**src/rtl/mac_pkg.sv**
```systemverilog
// Shared types and arithmetic helpers for the MAC processing element.
// Helpers work on a 64-bit carrier, so accumulator widths up to 63 bits are supported.
package mac_pkg;

   localparam int MAX_W = 64;

   typedef logic [MAX_W-1:0] wide_t;

   typedef struct packed {
      logic valid;
      logic first;
      logic last;
   } tag_t;

   function automatic wide_t ext_val(input wide_t v, input int w, input logic sgn);
      wide_t mask;
      mask = ~wide_t'(0) >> (MAX_W - w);
      if (sgn && v[w-1]) return v | ~mask;
      return v & mask;
   endfunction

   function automatic wide_t max_val(input int w, input logic sgn);
      return sgn ? (~wide_t'(0) >> (MAX_W - w + 1)) : (~wide_t'(0) >> (MAX_W - w));
   endfunction

   function automatic wide_t min_val(input int w, input logic sgn);
      return sgn ? (~wide_t'(0) << (w - 1)) : '0;
   endfunction

   // Both operands are w-bit values; the 64-bit sum cannot overflow for w <= 63,
   // so the clamp compares against the true mathematical result.
   function automatic wide_t sat_add(input wide_t a, input wide_t b, input int w,
                                     input logic sgn, input logic sat);
      wide_t sum;
      wide_t hi;
      wide_t lo;
      sum = ext_val(a, w, sgn) + ext_val(b, w, sgn);
      hi  = max_val(w, sgn);
      lo  = min_val(w, sgn);
      if (sat) begin
         if (sgn) begin
            if ($signed(sum) > $signed(hi)) sum = hi;
            else if ($signed(sum) < $signed(lo)) sum = lo;
         end else if (sum > hi) begin
            sum = hi;
         end
      end
      return sum;
   endfunction

endpackage

```
**src/rtl/mac_mul_pipe.sv**
```systemverilog
// Lane multipliers, lane sum and a tagged MUL_STAGES-deep pipeline.
module mac_mul_pipe
   import mac_pkg::*;
#(
   parameter int A_WIDTH    = 8,
   parameter int B_WIDTH    = 8,
   parameter int ACC_WIDTH  = 32,
   parameter int LANES      = 1,
   parameter int MUL_STAGES = 1
) (
   input  logic                       clk,
   input  logic                       rst,
   input  logic                       en,
   input  logic                       sgn,
   input  tag_t                       in_tag,
   input  logic [LANES*A_WIDTH-1:0]   a_i,
   input  logic [LANES*B_WIDTH-1:0]   b_i,
   output logic [ACC_WIDTH-1:0]       out_sum,
   output tag_t                       out_tag,
   output logic                       any_valid
);

   logic [ACC_WIDTH-1:0] lane_sum;
   logic [ACC_WIDTH-1:0] sum_q [MUL_STAGES];
   logic [ACC_WIDTH-1:0] sum_d [MUL_STAGES];
   tag_t                 tag_q [MUL_STAGES];
   tag_t                 tag_d [MUL_STAGES];

   // Operands are extended to the accumulator width first, so the low bits of the
   // product are exact in both signed and unsigned modes.
   always_comb begin
      logic [ACC_WIDTH-1:0] a_ext;
      logic [ACC_WIDTH-1:0] b_ext;
      lane_sum = '0;
      a_ext    = '0;
      b_ext    = '0;
      for (int l = 0; l < LANES; l++) begin
         a_ext    = ACC_WIDTH'(ext_val(wide_t'(a_i[l*A_WIDTH +: A_WIDTH]), A_WIDTH, sgn));
         b_ext    = ACC_WIDTH'(ext_val(wide_t'(b_i[l*B_WIDTH +: B_WIDTH]), B_WIDTH, sgn));
         lane_sum = lane_sum + a_ext * b_ext;
      end
   end

   always_comb begin
      sum_d = sum_q;
      tag_d = tag_q;
      if (en) begin
         sum_d[0] = lane_sum;
         tag_d[0] = in_tag;
         for (int s = 1; s < MUL_STAGES; s++) begin
            sum_d[s] = sum_q[s-1];
            tag_d[s] = tag_q[s-1];
         end
      end
   end

   always_ff @(posedge clk) begin
      if (rst) begin
         for (int s = 0; s < MUL_STAGES; s++) begin
            sum_q[s] <= '0;
            tag_q[s] <= '0;
         end
      end else begin
         sum_q <= sum_d;
         tag_q <= tag_d;
      end
   end

   always_comb begin
      any_valid = 1'b0;
      for (int s = 0; s < MUL_STAGES; s++) any_valid = any_valid | tag_q[s].valid;
   end

   assign out_sum = sum_q[MUL_STAGES-1];
   assign out_tag = tag_q[MUL_STAGES-1];

endmodule

```
**src/rtl/mac_pe.sv**
```systemverilog
// Systolic-array processing element: term countdown, accumulator, operand
// forwarding and the daisy-chained result path.
module mac_pe
   import mac_pkg::*;
#(
   parameter int A_WIDTH    = 8,
   parameter int B_WIDTH    = 8,
   parameter int ACC_WIDTH  = 32,
   parameter int CNT_WIDTH  = 8,
   parameter int LANES      = 1,
   parameter int MUL_STAGES = 1
) (
   input  logic                       clk,
   input  logic                       rst,
   input  logic                       en,
   input  logic                       cfg_signed,
   input  logic                       cfg_sat,
   input  logic                       num_valid,
   input  logic [CNT_WIDTH-1:0]       num,
   output logic                       num_valid_r,
   output logic [CNT_WIDTH-1:0]       num_r,
   input  logic [LANES*A_WIDTH-1:0]   a_i,
   input  logic [LANES*B_WIDTH-1:0]   b_i,
   output logic [LANES*A_WIDTH-1:0]   a_r,
   output logic [LANES*B_WIDTH-1:0]   b_r,
   input  logic                       result_in_valid,
   input  logic [ACC_WIDTH-1:0]       result_in,
   output logic                       result_out_valid,
   output logic [ACC_WIDTH-1:0]       result_out,
   output logic                       busy,
   output logic                       collide
);

   logic [CNT_WIDTH-1:0]     cnt_q, cnt_d;
   logic [ACC_WIDTH-1:0]     acc_q, acc_d;
   logic [ACC_WIDTH-1:0]     result_q, result_d;
   logic                     result_valid_q, result_valid_d;
   logic                     collide_q, collide_d;
   logic                     nv_r_q, nv_r_d;
   logic [CNT_WIDTH-1:0]     num_r_q, num_r_d;
   logic [LANES*A_WIDTH-1:0] a_r_q, a_r_d;
   logic [LANES*B_WIDTH-1:0] b_r_q, b_r_d;

   tag_t                     in_tag;
   tag_t                     pipe_tag;
   logic [ACC_WIDTH-1:0]     pipe_sum;
   logic                     pipe_busy;

   // A fresh num_valid restarts the countdown; terms already in flight carry their own tags.
   always_comb begin
      in_tag.valid = num_valid || (cnt_q != '0);
      in_tag.first = num_valid;
      in_tag.last  = (num_valid && (num == '0)) || (!num_valid && (cnt_q == CNT_WIDTH'(1)));
   end

   mac_mul_pipe #(
      .A_WIDTH   (A_WIDTH),
      .B_WIDTH   (B_WIDTH),
      .ACC_WIDTH (ACC_WIDTH),
      .LANES     (LANES),
      .MUL_STAGES(MUL_STAGES)
   ) u_mul_pipe (
      .clk      (clk),
      .rst      (rst),
      .en       (en),
      .sgn      (cfg_signed),
      .in_tag   (in_tag),
      .a_i      (a_i),
      .b_i      (b_i),
      .out_sum  (pipe_sum),
      .out_tag  (pipe_tag),
      .any_valid(pipe_busy)
   );

   always_comb begin
      cnt_d          = cnt_q;
      acc_d          = acc_q;
      result_d       = result_q;
      result_valid_d = result_valid_q;
      collide_d      = collide_q;
      nv_r_d         = nv_r_q;
      num_r_d        = num_r_q;
      a_r_d          = a_r_q;
      b_r_d          = b_r_q;
      if (en) begin
         if (num_valid) cnt_d = num;
         else if (cnt_q != '0) cnt_d = cnt_q - CNT_WIDTH'(1);
         nv_r_d         = num_valid;
         num_r_d        = num;
         a_r_d          = a_i;
         b_r_d          = b_i;
         result_d       = result_in;
         result_valid_d = result_in_valid;
         if (pipe_tag.valid) begin
            acc_d = ACC_WIDTH'(sat_add(pipe_tag.first ? '0 : wide_t'(acc_q), wide_t'(pipe_sum),
                                       ACC_WIDTH, cfg_signed, cfg_sat));
            // A local completion takes the chain slot; any upstream result is dropped.
            if (pipe_tag.last) begin
               result_d       = acc_d;
               result_valid_d = 1'b1;
               collide_d      = collide_q | result_in_valid;
            end
         end
      end
   end

   always_ff @(posedge clk) begin
      if (rst) begin
         cnt_q          <= '0;
         acc_q          <= '0;
         result_q       <= '0;
         result_valid_q <= 1'b0;
         collide_q      <= 1'b0;
         nv_r_q         <= 1'b0;
         num_r_q        <= '0;
         a_r_q          <= '0;
         b_r_q          <= '0;
      end else begin
         cnt_q          <= cnt_d;
         acc_q          <= acc_d;
         result_q       <= result_d;
         result_valid_q <= result_valid_d;
         collide_q      <= collide_d;
         nv_r_q         <= nv_r_d;
         num_r_q        <= num_r_d;
         a_r_q          <= a_r_d;
         b_r_q          <= b_r_d;
      end
   end

   assign num_valid_r      = nv_r_q;
   assign num_r            = num_r_q;
   assign a_r              = a_r_q;
   assign b_r              = b_r_q;
   assign result_out       = result_q;
   assign result_out_valid = result_valid_q;
   assign collide          = collide_q;
   assign busy             = (cnt_q != '0) || pipe_busy;

endmodule

```
**config.mk**
```make
export PLATFORM = sky130hd
export DESIGN_NAME = mac_pe
export DESIGN_NICKNAME = d
export VERILOG_FILES = /design/src/rtl/mac_pkg.sv /design/src/rtl/mac_mul_pipe.sv /design/src/rtl/mac_pe.sv
export SDC_FILE = /design/constraint.sdc
export NUM_CORES = 1
export LEC_CHECK = 0
export CAP_MARGIN = 15
export CORE_MARGIN = 2
export CORE_UTILIZATION = 54
export CTS_BUF_LIST = sky130_fd_sc_hd__clkbuf_16
export CTS_CLUSTER_DIAMETER = 120
export DETAILED_ROUTE_END_ITERATION = 8
export GPL_ROUTABILITY_DRIVEN = 1
export HOLD_SLACK_MARGIN = 0.02
export PLACE_DENSITY = 0.74
export SLEW_MARGIN = 40
export SYNTH_ARGS = -nofsm -noshare
export SYNTH_HDL_FRONTEND = slang
export SYNTH_SLANG_ARGS = --single-unit
```
**constraint.sdc**
```tcl
create_clock -name clk -period 11 [get_ports clk]
set_input_delay 1.65 -clock clk [delete_from_list [all_inputs] [get_ports clk]]
set_output_delay 1.65 -clock clk [all_outputs]
set_load 0.02 [all_outputs]
```
==> key figures, run 1 <==
Outcome
  • Status: finished, final reports clean

Layout
  • Number of nets in the layout: 2464
  • P&R area growth vs syn: 12.1%
  • Ant diodes: 0
  • Filler cell count in the final layout: 2709
  • Area of the multi-input gates: 12800 sq um
  • Share of post-route cells with drive strength above 1: roughly 4.5%
  • Post-route non-filler standard cell count: 2432
  • Sequential cell area: 2660 sq um

Yosys
  • Most used flip-flop cell after synthesis: sky130_fd_sc_hd__dfxtp_1
  • Sequential element share of the synthesized area: between 15 and 20%
  • Share of synthesized area spent on multiplexers: 2.78%
  • Top post-synthesis cells by area: sky130_fd_sc_hd__fa_1 22%, sky130_fd_sc_hd__dfxtp_1 16%, sky130_fd_sc_hd__ha_1 14%
  • Fraction of synthesized cell area taken by the top area cell type: a little over a fifth
  • Fraction of the mapped netlist area in compound gates: roughly 17%
  • Top cell types by occurrence after synthesis: 293 x sky130_fd_sc_hd__inv_1, 193 x sky130_fd_sc_hd__ha_1, 185 x sky130_fd_sc_hd__fa_1, 140 x sky130_fd_sc_hd__nand2_1, 133 x sky130_fd_sc_hd__dfxtp_1
  • Fraction of synthesis flops using an asynchronous set or reset pin: 0%
  • Post-Synthesis Mean Instance Area: 8.60 sq um
  • XOR/XNOR share of the synthesized area: 3.73%
  • Flop and latch count out of synthesis: 133
  • Largest family of logic cells by synthesized area: adder cells
  • Post-synthesis share of cell area spent on full adders, half adders and majority gates: 36.3%
  • Cell Area, Synth: 16900 sq um
  • Most common cell in the netlist: sky130_fd_sc_hd__inv_1
  • Post-synth net total: 2406
  • Top cell type by total area after synthesis: sky130_fd_sc_hd__fa_1
  • Synthesized instance count: between 1.5k and 2k
  • Area fraction in and, or, nand and nor cells after synthesis: about 15%
  • Number of enable flip-flop cells after synthesis: 0
  • Number of different library cells in the post-synthesis netlist: 84
  • Ys Warns: 0

Timing
  • Count of endpoints failing setup in the final report: 0
  • RSZ-0062 raised after global routing: no
  • Final worst-path cycle share: 87.7%
  • Headroom to the max-slew limit: 47.0%
  • Measured slew at the worst slew-check pin: 0.794 ns
  • Post-layout minimum cycle time: 9.64 ns
  • Final Hold Viols: 0
  • Total count of max-transition violations in the final report: 0
  • Setup Skew: around 0.015 ns
  • Achievable Freq: 104 MHz
  • Total Neg Setup Slack: 0 ns

Power and ir drop
  • Pleak: 9.08 nW
  • Worst IR drop on VDD: 0.157 mV
  • Power per cell area: 263 nW/um^2

Worst setup path
  • End of the worst register-to-register path: result_out[12]
  • Worst endpoint required time: 11.28 ns
  • Slowest Stage Delay on Critical Path: 0.91 ns
  • Type of the worst setup path: primary input to flop
  • Count of buffering cells on the critical path with inverters included: 7
  • Kind of cell adding the most delay to the critical path: adder cells
  • Reg-to-Reg Start: u_mul_pipe.out_tag[1]
  • Most used cell along the critical path: sky130_fd_sc_hd__fa_1
  • Critical path endpoint category: flop
  • Data arrival time at the worst-slack endpoint: ~9.9 ns
  • Count of cells along the worst register-to-register path: 23
  • Reg2reg setup slack: 4.42 ns
  • Top fanout value on the critical path: 7
  • Cell with the largest stage delay on the worst path: sky130_fd_sc_hd__fa_1
  • CP Launch Type: primary input

Floorplan
  • I/O Pins: 123
  • Die boundary height: 181 microns
  • Floorplan Core Area: 30700 sq um
  • Initial Util: around 55%
  • Horizontal extent of the die: 181 microns
  • Number of rows in the core area: 64
  • DIE AREA: 32700 sq um

Placement
  • Detailed Place HPWL: 34400 microns
  • Count of placed standard cells including taps: approximately 2.4k
  • Port bufs: between 100 and 150
  • Final Wtd Congestion: 0.970

Clock tree
  • Insertion delay to the later sink of the worst-skew pair: 0.42 ns
  • Number of buffers inserted by hold repair at cts: 0
  • Clock tree sinks: between 100 and 150
  • H-tree levels: 4
  • Post-CTS setup repair buffer count: 0
  • Gates resized, CTS repair: 0
  • CTS tree: yes
  • Buffer type at the clock tree root: sky130_fd_sc_hd__clkbuf_16
  • CTS Buf Count: 17
  • Maximum clock insertion buffer count: 2
  • Clock-pin slew of the registers on the worst-case setup and hold paths: 0.06 ns

Drt
  • Post-route DRC: 0
  • 1st-iter DRT viols: 769
  • Via count normalized by instance count: 5.74
  • First drt pass iteration count: 5
  • Post-Route WL: 42600 microns
  • Routed vias: 14.0k
  • Wire length per cell: about 18 microns
  • ANT nets after route: 0

GRT
  • Maximum number of pins on one net before global-route repair: 70
  • Total track usage: a little over a quarter
  • Initial antenna violation count: 0
  • Overflow left after global routing: 0
  • Number of global-route vias before repair: approximately 14k
  • First-pass GRT wire length: 71200 microns

Worst hold path
  • End of the worst hold path: acc_q[21]
  • Type of the worst min-delay path: flop to flop
  • Depth of the worst hold-timing path: 2
  • Hold Path Origin: acc_q[21]

Job
  • Count of max-cap constraint violations: 0
[area by class of cell]
| cell class | count | area share (%) |
|---|---|---|
| inverters | 293 | 5.81 |
| multi-input cells | 1441 | 67.5 |
| clock inverters | 15 | 0.812 |
| well taps | 396 | 2.62 |
| clock buffers | 17 | 2.25 |
| repair buffers | 137 | 7.00 |
| flip-flops and latches | 133 | 14.1 |
[worst max path at each step]
stage,from,to,cells after the start
2_1_floorplan,cfg_signed,u_mul_pipe.out_sum[26],23
3_3_place_gp,cfg_signed,u_mul_pipe.out_sum[31],26
3_5_place_dp,cfg_signed,u_mul_pipe.out_sum[31],26
4_1_cts,cfg_signed,u_mul_pipe.out_sum[31],26
5_1_grt,cfg_signed,u_mul_pipe.out_sum[31],26
6_report,cfg_signed,u_mul_pipe.out_sum[31],26
[routing by layer]
| layer | global-route usage (%) | vias up | wire, microns |
|---|---|---|---|
| met3 | 2.96 | 60 | 2010 |
| met5 | 0 | - | 0 |
| met4 | 7.87 | 0 | 1060 |
| met2 | 43.6 | 375 | 19500 |
| li1 | - | 6786 | - |
| met1 | 37.0 | 6747 | 20000 |
[cells in the final DEF, fill, tap and decap left out, types with 23 or more instances in the layout]
master and instances:
sky130_fd_sc_hd__and2_1 45, sky130_fd_sc_hd__mux2i_1 47, sky130_fd_sc_hd__inv_1 291, sky130_fd_sc_hd__a21oi_1 97
sky130_fd_sc_hd__a22oi_1 33, sky130_fd_sc_hd__o211ai_1 39, sky130_fd_sc_hd__dfxtp_1 133, sky130_fd_sc_hd__nor2_1 127
sky130_fd_sc_hd__nand3_1 26, sky130_fd_sc_hd__ha_1 193, sky130_fd_sc_hd__nand2_1 140, sky130_fd_sc_hd__clkdlybuf4s50_1 120
sky130_fd_sc_hd__nor3_1 23, sky130_fd_sc_hd__o21ai_0 47, sky130_fd_sc_hd__fa_1 185, sky130_fd_sc_hd__xnor2_1 53
sky130_fd_sc_hd__a21o_1 45, sky130_fd_sc_hd__o21ai_1 40, sky130_fd_sc_hd__nor2b_1 39
[cells by family after synthesis]
kind of cell	Yosys count
adders and majority gates	379
AOI/OAI and AO/OA	432
DFF	133
and+or+nand+nor	511
xor gates and xnor gates	72
buffers and inverters	391
muxes	47
[report_power, final]
part	internal [mW]	total (mW)	switching, mW
logic	1.63	3.81	2.17
registers	0.554	0.600	0.0460
clock network	0.335	0.569	0.234
[through the flow]
| step | cell area (sq um) | power [mW] | utilization (%) | worst slack, ns | hold WS, ns |
|---|---|---|---|---|---|
| 3_5_place_dp | 18300 | 4.38 | 59.8 | 0.906 | 0.437 |
| 6_report | 18900 | 4.98 | 61.8 | 1.36 | 0.444 |
| 2_1_floorplan | 16900 | 3.61 | - | 1.82 | 0.412 |
| 3_3_place_gp | 18300 | 4.26 | 59.8 | 1.08 | 0.430 |
| 5_1_grt | 18900 | 5.56 | 61.8 | 0.828 | 0.464 |
| 4_1_cts | 18900 | 4.99 | 61.7 | 1.36 | 0.445 |
[tightest hold or removal path, delay by kind of cell, from the launching register on]
kind / cells / cell delay [ns]
compound gates: 1 / 0.05
flops: 1 / 0.31
simple gates: 1 / 0.05
[registers in the layout, summed over array words and instances (netlist names)]
signal                cells
acc_q                    32
result_out               32
u_mul_pipe.out_sum       32
a_r                       8
b_r                       8
cnt_q                     8
num_r                     8
u_mul_pipe.out_tag        2
collide                   1
result_out_valid          1
u_mul_pipe.any_valid      1
Note: power is estimated with default switching activity, not from simulation.
==> inputs of run 2 (changes only) <==
- SLEW_MARGIN: 40 -> 20
==> run 2 against run 1 <==
Net effect: hold slack barely moved; sequential cell count did not move; largest cell class unchanged; clock skew rose by 0.0017 ns.
==> key figures, run 2 (synthesis gave the netlist of run 1 again) <==
Timing
  • Setup Skew: 0.0167 ns (was 0.0150 ns)
  • Headroom to the max-slew limit: 29.7% (was 47.0%)
  • Total Neg Setup Slack: 0 ns (unchanged)
  • RSZ-0062 raised after global routing: no (unchanged)
  • Achievable Freq: 104 MHz (about the same)
  • Measured slew at the worst slew-check pin: 1.05 ns (was 0.794 ns)
  • Final worst-path cycle share: 87.6% (was 87.7%)
  • Post-layout minimum cycle time: 9.64 ns (about the same)
  • Final Hold Viols: 0 (unchanged)
  • Total count of max-transition violations in the final report: 0 (unchanged)
  • Count of endpoints failing setup in the final report: 0 (unchanged)

Floorplan
  • Number of rows in the core area: 64 (unchanged)
  • I/O Pins: 123 (unchanged)
  • DIE AREA: 32700 sq um (unchanged)
  • Floorplan Core Area: 30700 sq um (unchanged)
  • Initial Util: 55.1% (unchanged)
  • Die boundary height: 181 microns (unchanged)
  • Horizontal extent of the die: 181 microns (unchanged)

Job
  • Count of max-cap constraint violations: 0 (unchanged)

Clock tree
  • Buffer type at the clock tree root: sky130_fd_sc_hd__clkbuf_16 (unchanged)
  • Clock-pin slew of the registers on the worst-case setup and hold paths: 0.06 ns (about the same)
  • H-tree levels: 4 (unchanged)
  • Maximum clock insertion buffer count: 2 (unchanged)
  • Number of buffers inserted by hold repair at cts: 0 (unchanged)
  • Insertion delay to the later sink of the worst-skew pair: 0.42 ns (about the same)
  • Gates resized, CTS repair: 0 (unchanged)
  • Post-CTS setup repair buffer count: 0 (unchanged)
  • CTS tree: yes (unchanged)
  • Clock tree sinks: 133 (unchanged)
  • CTS Buf Count: 17 (unchanged)

Worst setup path
  • End of the worst register-to-register path: result_out[12] (unchanged)
  • Reg2reg setup slack: 4.48 ns (was 4.42 ns)
  • Worst setup endpoint: u_mul_pipe.out_sum[31] (unchanged)
  • CP Launch Type: primary input (unchanged)
  • Launch point of the critical path: cfg_signed (unchanged)
  • Data arrival time at the worst-slack endpoint: 9.92 ns (was 9.93 ns)
  • Count of cells along the worst register-to-register path: 23 (unchanged)
  • Top fanout value on the critical path: 7 (unchanged)
  • Critical path endpoint category: flop (unchanged)
  • Type of the worst setup path: primary input to flop (unchanged)
  • Reg-to-Reg Start: u_mul_pipe.out_tag[1] (unchanged)
  • Worst endpoint required time: 11.28 ns (about the same)

Placement
  • Detailed Place HPWL: 34400 microns (about the same)
  • Total cell area at the placement stage: 18300 sq um (about the same)
  • Count of placed standard cells including taps: 2400 (unchanged)
  • Final Wtd Congestion: 0.970 (unchanged)
  • Port bufs: 122 (unchanged)

Drt
  • Post-Route WL: 42600 microns (about the same)
  • Via count normalized by instance count: 5.73 (was 5.74)
  • ANT nets after route: 0 (unchanged)
  • 1st-iter DRT viols: 855 (was 769)
  • First drt pass iteration count: 5 (unchanged)
  • Routed vias: 13.9k (was 14.0k)
  • Post-route DRC: 0 (unchanged)
  • Wire length per cell: 17.5 microns (about the same)

Power and ir drop
  • PnR Total Power: 4.98 mW (about the same)
  • Worst IR drop on VDD: 0.165 mV (was 0.157 mV)
  • Pleak: 9.08 nW (about the same)
  • Power per cell area: 263 nW/um^2 (about the same)

Layout
  • Number of nets in the layout: 2464 (unchanged)
  • P&R area growth vs syn: 12.1% (about the same)
  • Cell area after layout: 18900 sq um (about the same)
  • Most used cells in the layout excluding fill and tap cells: 292 x sky130_fd_sc_hd__inv_1, 193 x sky130_fd_sc_hd__ha_1, 185 x sky130_fd_sc_hd__fa_1 (was 291 x sky130_fd_sc_hd__inv_1, 193 x sky130_fd_sc_hd__ha_1, 185 x sky130_fd_sc_hd__fa_1)
  • Most frequent standard cell in the layout excluding fill and tap cells: sky130_fd_sc_hd__inv_1 (unchanged)
  • Share of post-route cells with drive strength above 1: 4.37% (was 4.47%)
  • Area of the multi-input gates: 12800 sq um (about the same)
  • Post-route non-filler standard cell count: 2431 (was 2432)
  • Filler cell count in the final layout: 2693 (was 2709)
  • Sequential cell area: 2660 sq um (unchanged)
  • Ant diodes: 0 (unchanged)

GRT
  • Maximum number of pins on one net before global-route repair: 70 (unchanged)
  • Initial antenna violation count: 0 (unchanged)
  • Most Used Layer, Global Route: met2 (unchanged)
  • Met1 Resource Use GR: 36.8% (was 37.0%)
  • GRT met2 Usage: 43.4% (was 43.6%)
  • Overflow left after global routing: 0 (unchanged)
  • First-pass GRT wire length: 71400 microns (was 71200 microns)
  • Total track usage: 26.5% (about the same)
  • Number of global-route vias before repair: 14.1k (was 14.0k)
  • Met3 track demand over resource: 3.37% (was 2.96%)

Outcome
  • Status: finished, final reports clean (unchanged)

Worst hold path
  • Depth of the worst hold-timing path: 2 (unchanged)
  • Type of the worst min-delay path: flop to flop (unchanged)
  • Hold Path Origin: acc_q[21] (unchanged)
==> run 2: cell types whose count changed in the layout (fill, tap and decap cells not counted), sizes merged <==
cell	delta
clkinv	-5
clkinvlp	+4
bufinv	+1
inv	-1
==> run 2: where the power goes <==
part | internal (mW) | switching, mW | total (mW)
sequential | 0.554 | 0.0463 | 0.601
combinational | 1.63 | 2.15 | 3.78
clock | 0.358 | 0.238 | 0.596
total | 2.54 | 2.44 | 4.98
==> run 2: layer usage <==
layer | part of all wire [%] | wire length (microns) | up-vias
met5 | 0 | 0 | -
met4 | 2.8 | 1210 | 0
met3 | 5.6 | 2380 | 63
met2 | 46 | 19400 | 381
met1 | 46 | 19600 | 6715
li1 | - | - | 6759
==> run 2: per-stage QoR <==
stage	util, %	setup WS, ns	hold WS (ns)
2_1_floorplan	-	1.82	0.412
3_3_place_gp	59.8	1.08	0.430
3_5_place_dp	59.8	0.892	0.437
4_1_cts	61.8	1.32	0.445
5_1_grt	61.8	0.739	0.465
6_report	61.8	1.36	0.444
==> run 2: how the worst min path moves through the flow <==
stage	to
finish	acc_q[21]
global route	acc_q[21]
CTS	acc_q[21]
detailed placement	acc_q[21]
global placement	acc_q[31]
floorplan	acc_q[31]
==> run 2: worst max-delay path: stages <==
cell and delay [ns]:
sky130_fd_sc_hd__clkdlybuf4s50_1 0.80, sky130_fd_sc_hd__and3_1 0.35, sky130_fd_sc_hd__fa_1 0.49, sky130_fd_sc_hd__fa_1 0.54, sky130_fd_sc_hd__fa_1 0.91, sky130_fd_sc_hd__inv_1 0.31, sky130_fd_sc_hd__fa_1 0.60, sky130_fd_sc_hd__inv_1 0.05
sky130_fd_sc_hd__fa_1 0.50, sky130_fd_sc_hd__inv_1 0.05, sky130_fd_sc_hd__fa_1 0.47, sky130_fd_sc_hd__inv_1 0.05, sky130_fd_sc_hd__fa_1 0.53, sky130_fd_sc_hd__inv_1 0.05, sky130_fd_sc_hd__fa_1 0.49, sky130_fd_sc_hd__inv_1 0.04
sky130_fd_sc_hd__ha_1 0.35, sky130_fd_sc_hd__a211oi_1 0.24, sky130_fd_sc_hd__nand2_1 0.08, sky130_fd_sc_hd__nand2_1 0.09, sky130_fd_sc_hd__a21oi_1 0.10, sky130_fd_sc_hd__o31ai_1 0.39, sky130_fd_sc_hd__or2_2 0.18, sky130_fd_sc_hd__a31oi_1 0.13
sky130_fd_sc_hd__a222oi_1 0.30, sky130_fd_sc_hd__o21ai_0 0.14
==> run 2: final cells by class <==
| class | count | share of cell area (%) |
|---|---|---|
| Multi-Input combinational cell | 1441 | 67.3 |
| Sequential cell | 133 | 14.1 |
| Clock inverter | 14 | 0.925 |
| Clock buffer | 17 | 2.25 |
| Timing Repair Buffer | 137 | 7.00 |
| Inverter | 293 | 5.81 |
| Tap cell | 396 | 2.62 |
==> inputs of run 3 (changes only) <==
- CORE_UTILIZATION: 54 -> 55
- DONT_BUFFER_PORTS: unset -> 1
- PLACE_DENSITY: 0.74 -> 0.73
==> run 3 against run 2 <==
Net effect: sequential power grew 3%; clock skew grew 0.0024 ns; clock-buffer cell count is the same.
==> key figures, run 3 (synthesis gave the netlist of run 1 again) <==
Outcome
  • Status: finished, final reports clean (unchanged)

Worst setup path
  • Worst endpoint required time: 11.29 ns (was 11.28 ns)
  • Kind of cell adding the most delay to the critical path: adder cells (unchanged)
  • Cell with the largest stage delay on the worst path: sky130_fd_sc_hd__fa_1 (unchanged)
  • Count of cells along the worst register-to-register path: 22 (was 23)
  • End of the worst register-to-register path: result_out[12] (unchanged)
  • Most used cell along the critical path: sky130_fd_sc_hd__fa_1 (unchanged)
  • Count of buffering cells on the critical path with inverters included: 6 (was 7)
  • Reg-to-Reg Start: u_mul_pipe.out_tag[1] (unchanged)
  • Launch point of the critical path: cfg_signed (unchanged)
  • Data arrival time at the worst-slack endpoint: 8.99 ns (was 9.92 ns)
  • Critical path endpoint category: flop (unchanged)
  • Top fanout value on the critical path: 20 (was 7)
  • Slowest Stage Delay on Critical Path: 0.92 ns (was 0.91 ns)
  • Reg2reg setup slack: 4.35 ns (was 4.48 ns)
  • CP Launch Type: primary input (unchanged)
  • Type of the worst setup path: primary input to flop (unchanged)

Power and ir drop
  • PnR Total Power: 4.94 mW (was 4.98 mW)
  • Internal power consumption: 2.51 mW (was 2.54 mW)
  • Net switching power figure: 2.43 mW (was 2.44 mW)
  • Clock power frac: 12.2% (was 12.0%)
  • Pleak: 8.62 nW (was 9.08 nW)
  • Worst IR drop on VDD: 0.174 mV (was 0.165 mV)
  • Power per cell area: 279 nW/um^2 (was 263 nW/um^2)
  • Switching Share: 49.1% (was 49.0%)
  • Logic pwr share: 75.3% (was 76.0%)
  • Power share of the sequential group: 12.5% (was 12.1%)

GRT
  • Initial antenna violation count: 1 (was 0)
  • Maximum number of pins on one net before global-route repair: 72 (was 70)
  • Overflow left after global routing: 0 (unchanged)
  • Number of global-route vias before repair: 13.2k (was 14.1k)
  • First-pass GRT wire length: 66800 microns (was 71400 microns)
  • Total track usage: 26.0% (was 26.5%)

Worst hold path
  • Type of the worst min-delay path: flop to flop (unchanged)
  • Depth of the worst hold-timing path: 2 (unchanged)
  • Hold Path Origin: acc_q[5] (was acc_q[21])
  • End of the worst hold path: acc_q[5] (was acc_q[21])

Drt
  • Post-Route WL: 40500 microns (was 42600 microns)
  • Wire length per cell: 17.6 microns (was 17.5 microns)
  • ANT nets after route: 0 (unchanged)
  • First drt pass iteration count: 6 (was 5)
  • 1st-iter DRT viols: 930 (was 855)
  • Post-route DRC: 0 (unchanged)
  • Via count normalized by instance count: 5.85 (was 5.73)
  • Routed vias: 13.5k (was 13.9k)

Timing
  • Headroom to the max-slew limit: 43.0% (was 29.7%)
  • Final Hold Viols: 0 (unchanged)
  • Final worst-path cycle share: 79.0% (was 87.6%)
  • Final worst-path setup slack: 2.30 ns (was 1.36 ns)
  • Total count of max-transition violations in the final report: 0 (unchanged)
  • Total Neg Setup Slack: 0 ns (unchanged)
  • RSZ-0062 raised after global routing: no (unchanged)
  • Count of endpoints failing setup in the final report: 0 (unchanged)
  • Measured slew at the worst slew-check pin: 0.854 ns (was 1.05 ns)
  • Achievable Freq: 115 MHz (was 104 MHz)
  • Setup Skew: 0.0191 ns (was 0.0167 ns)
  • Post-layout minimum cycle time: 8.70 ns (was 9.64 ns)

Placement
  • Total cell area at the placement stage: 17100 sq um (was 18300 sq um)
  • Final Wtd Congestion: 0.950 (was 0.970)
  • Detailed Place HPWL: 33000 microns (was 34400 microns)
  • Worst slack, placed: 1.81 ns (was 0.892 ns)
  • Port bufs: 0 (was 122)

Floorplan
  • Floorplan Core Area: 30400 sq um (was 30700 sq um)
  • Initial Util: 55.5% (was 55.1%)
  • DIE AREA: 32200 sq um (was 32700 sq um)
  • Die boundary height: 179 microns (was 181 microns)
  • Horizontal extent of the die: 179 microns (was 181 microns)
  • Number of rows in the core area: 64 (unchanged)
  • I/O Pins: 123 (unchanged)

Layout
  • Share of post-route cells with drive strength above 1: 4.30% (was 4.37%)
  • Final design utilization: 58.2% (was 61.8%)
  • Most frequent standard cell in the layout excluding fill and tap cells: sky130_fd_sc_hd__inv_1 (unchanged)
  • Ant diodes: 0 (unchanged)
  • Number of nets in the layout: 2335 (was 2464)
  • Cell area after layout: 17700 sq um (was 18900 sq um)
  • Most used cells in the layout excluding fill and tap cells: 293 x sky130_fd_sc_hd__inv_1, 193 x sky130_fd_sc_hd__ha_1, 185 x sky130_fd_sc_hd__fa_1 (was 292 x sky130_fd_sc_hd__inv_1, 193 x sky130_fd_sc_hd__ha_1, 185 x sky130_fd_sc_hd__fa_1)
  • P&R area growth vs syn: 4.75% (was 12.1%)
  • Filler cell count in the final layout: 2736 (was 2693)

Clock tree
  • Post-CTS setup repair buffer count: 0 (unchanged)
  • CTS Buf Count: 17 (unchanged)
  • Buffer type at the clock tree root: sky130_fd_sc_hd__clkbuf_16 (unchanged)
  • Gates resized, CTS repair: 0 (unchanged)
  • Insertion delay to the later sink of the worst-skew pair: 0.42 ns (about the same)
  • Number of buffers inserted by hold repair at cts: 0 (unchanged)
  • CTS tree: yes (unchanged)
  • H-tree levels: 4 (unchanged)
  • Clock-pin slew of the registers on the worst-case setup and hold paths: 0.07 ns (was 0.06 ns)
  • Clock tree sinks: 133 (unchanged)
  • Maximum clock insertion buffer count: 2 (unchanged)

Job
  • Count of max-cap constraint violations: 0 (unchanged)
## run 3: final cells by class
class                   instances  area, sq um  area share (%)
multi-input cells            1441        12800            72.1
flip-flops and latches        133         2660            15.0
inverters                     293         1100            6.21
well taps                     396          495            2.80
clock buffers                  17          425            2.40
clock inverters                15          193            1.09
repair buffers                  8         60.1           0.339
## run 3: how the worst max path moves through the flow
stage                                   endpoint  slack, ns  cells after the start
final                     u_mul_pipe.out_sum[31]       2.30                     25
after global routing      u_mul_pipe.out_sum[29]       1.77                     25
after CTS                 u_mul_pipe.out_sum[31]       2.26                     25
after detailed placement  u_mul_pipe.out_sum[31]       1.81                     25
after global placement    u_mul_pipe.out_sum[31]       1.94                     25
after floorplan           u_mul_pipe.out_sum[26]       1.82                     23
## run 3: per-stage QoR
stage	hold slack, ns	cells
3_3_place_gp	0.432	2271
4_1_cts	0.452	2303
6_report	0.450	2303
2_1_floorplan	0.412	1965
3_5_place_dp	0.441	2271
5_1_grt	0.465	2303
## run 3: layer usage
metal	track usage, %	vias up	share of wire, %
li1	-	6508	-
met1	36.0	6496	46
met2	42.6	406	46
met3	3.41	63	5.4
met4	7.43	0	2.3
met5	0	-	0
## run 3: tightest hold or removal path: cells and delay by family (launching register included)
family / cells / cell delay, ns
DFF: 1 / 0.31
and+or+nand+nor: 1 / 0.05
AOI/OAI and AO/OA: 1 / 0.05
## run 3: power by group through the flow
stage	sequential, mW	combinational, mW	clock, mW
finish	0.618	3.72	0.605
detailed placement	0.626	3.69	0
global route	0.625	4.26	0.636
floorplan	0.608	3.00	0
global placement	0.625	3.56	0
CTS	0.617	3.73	0.613
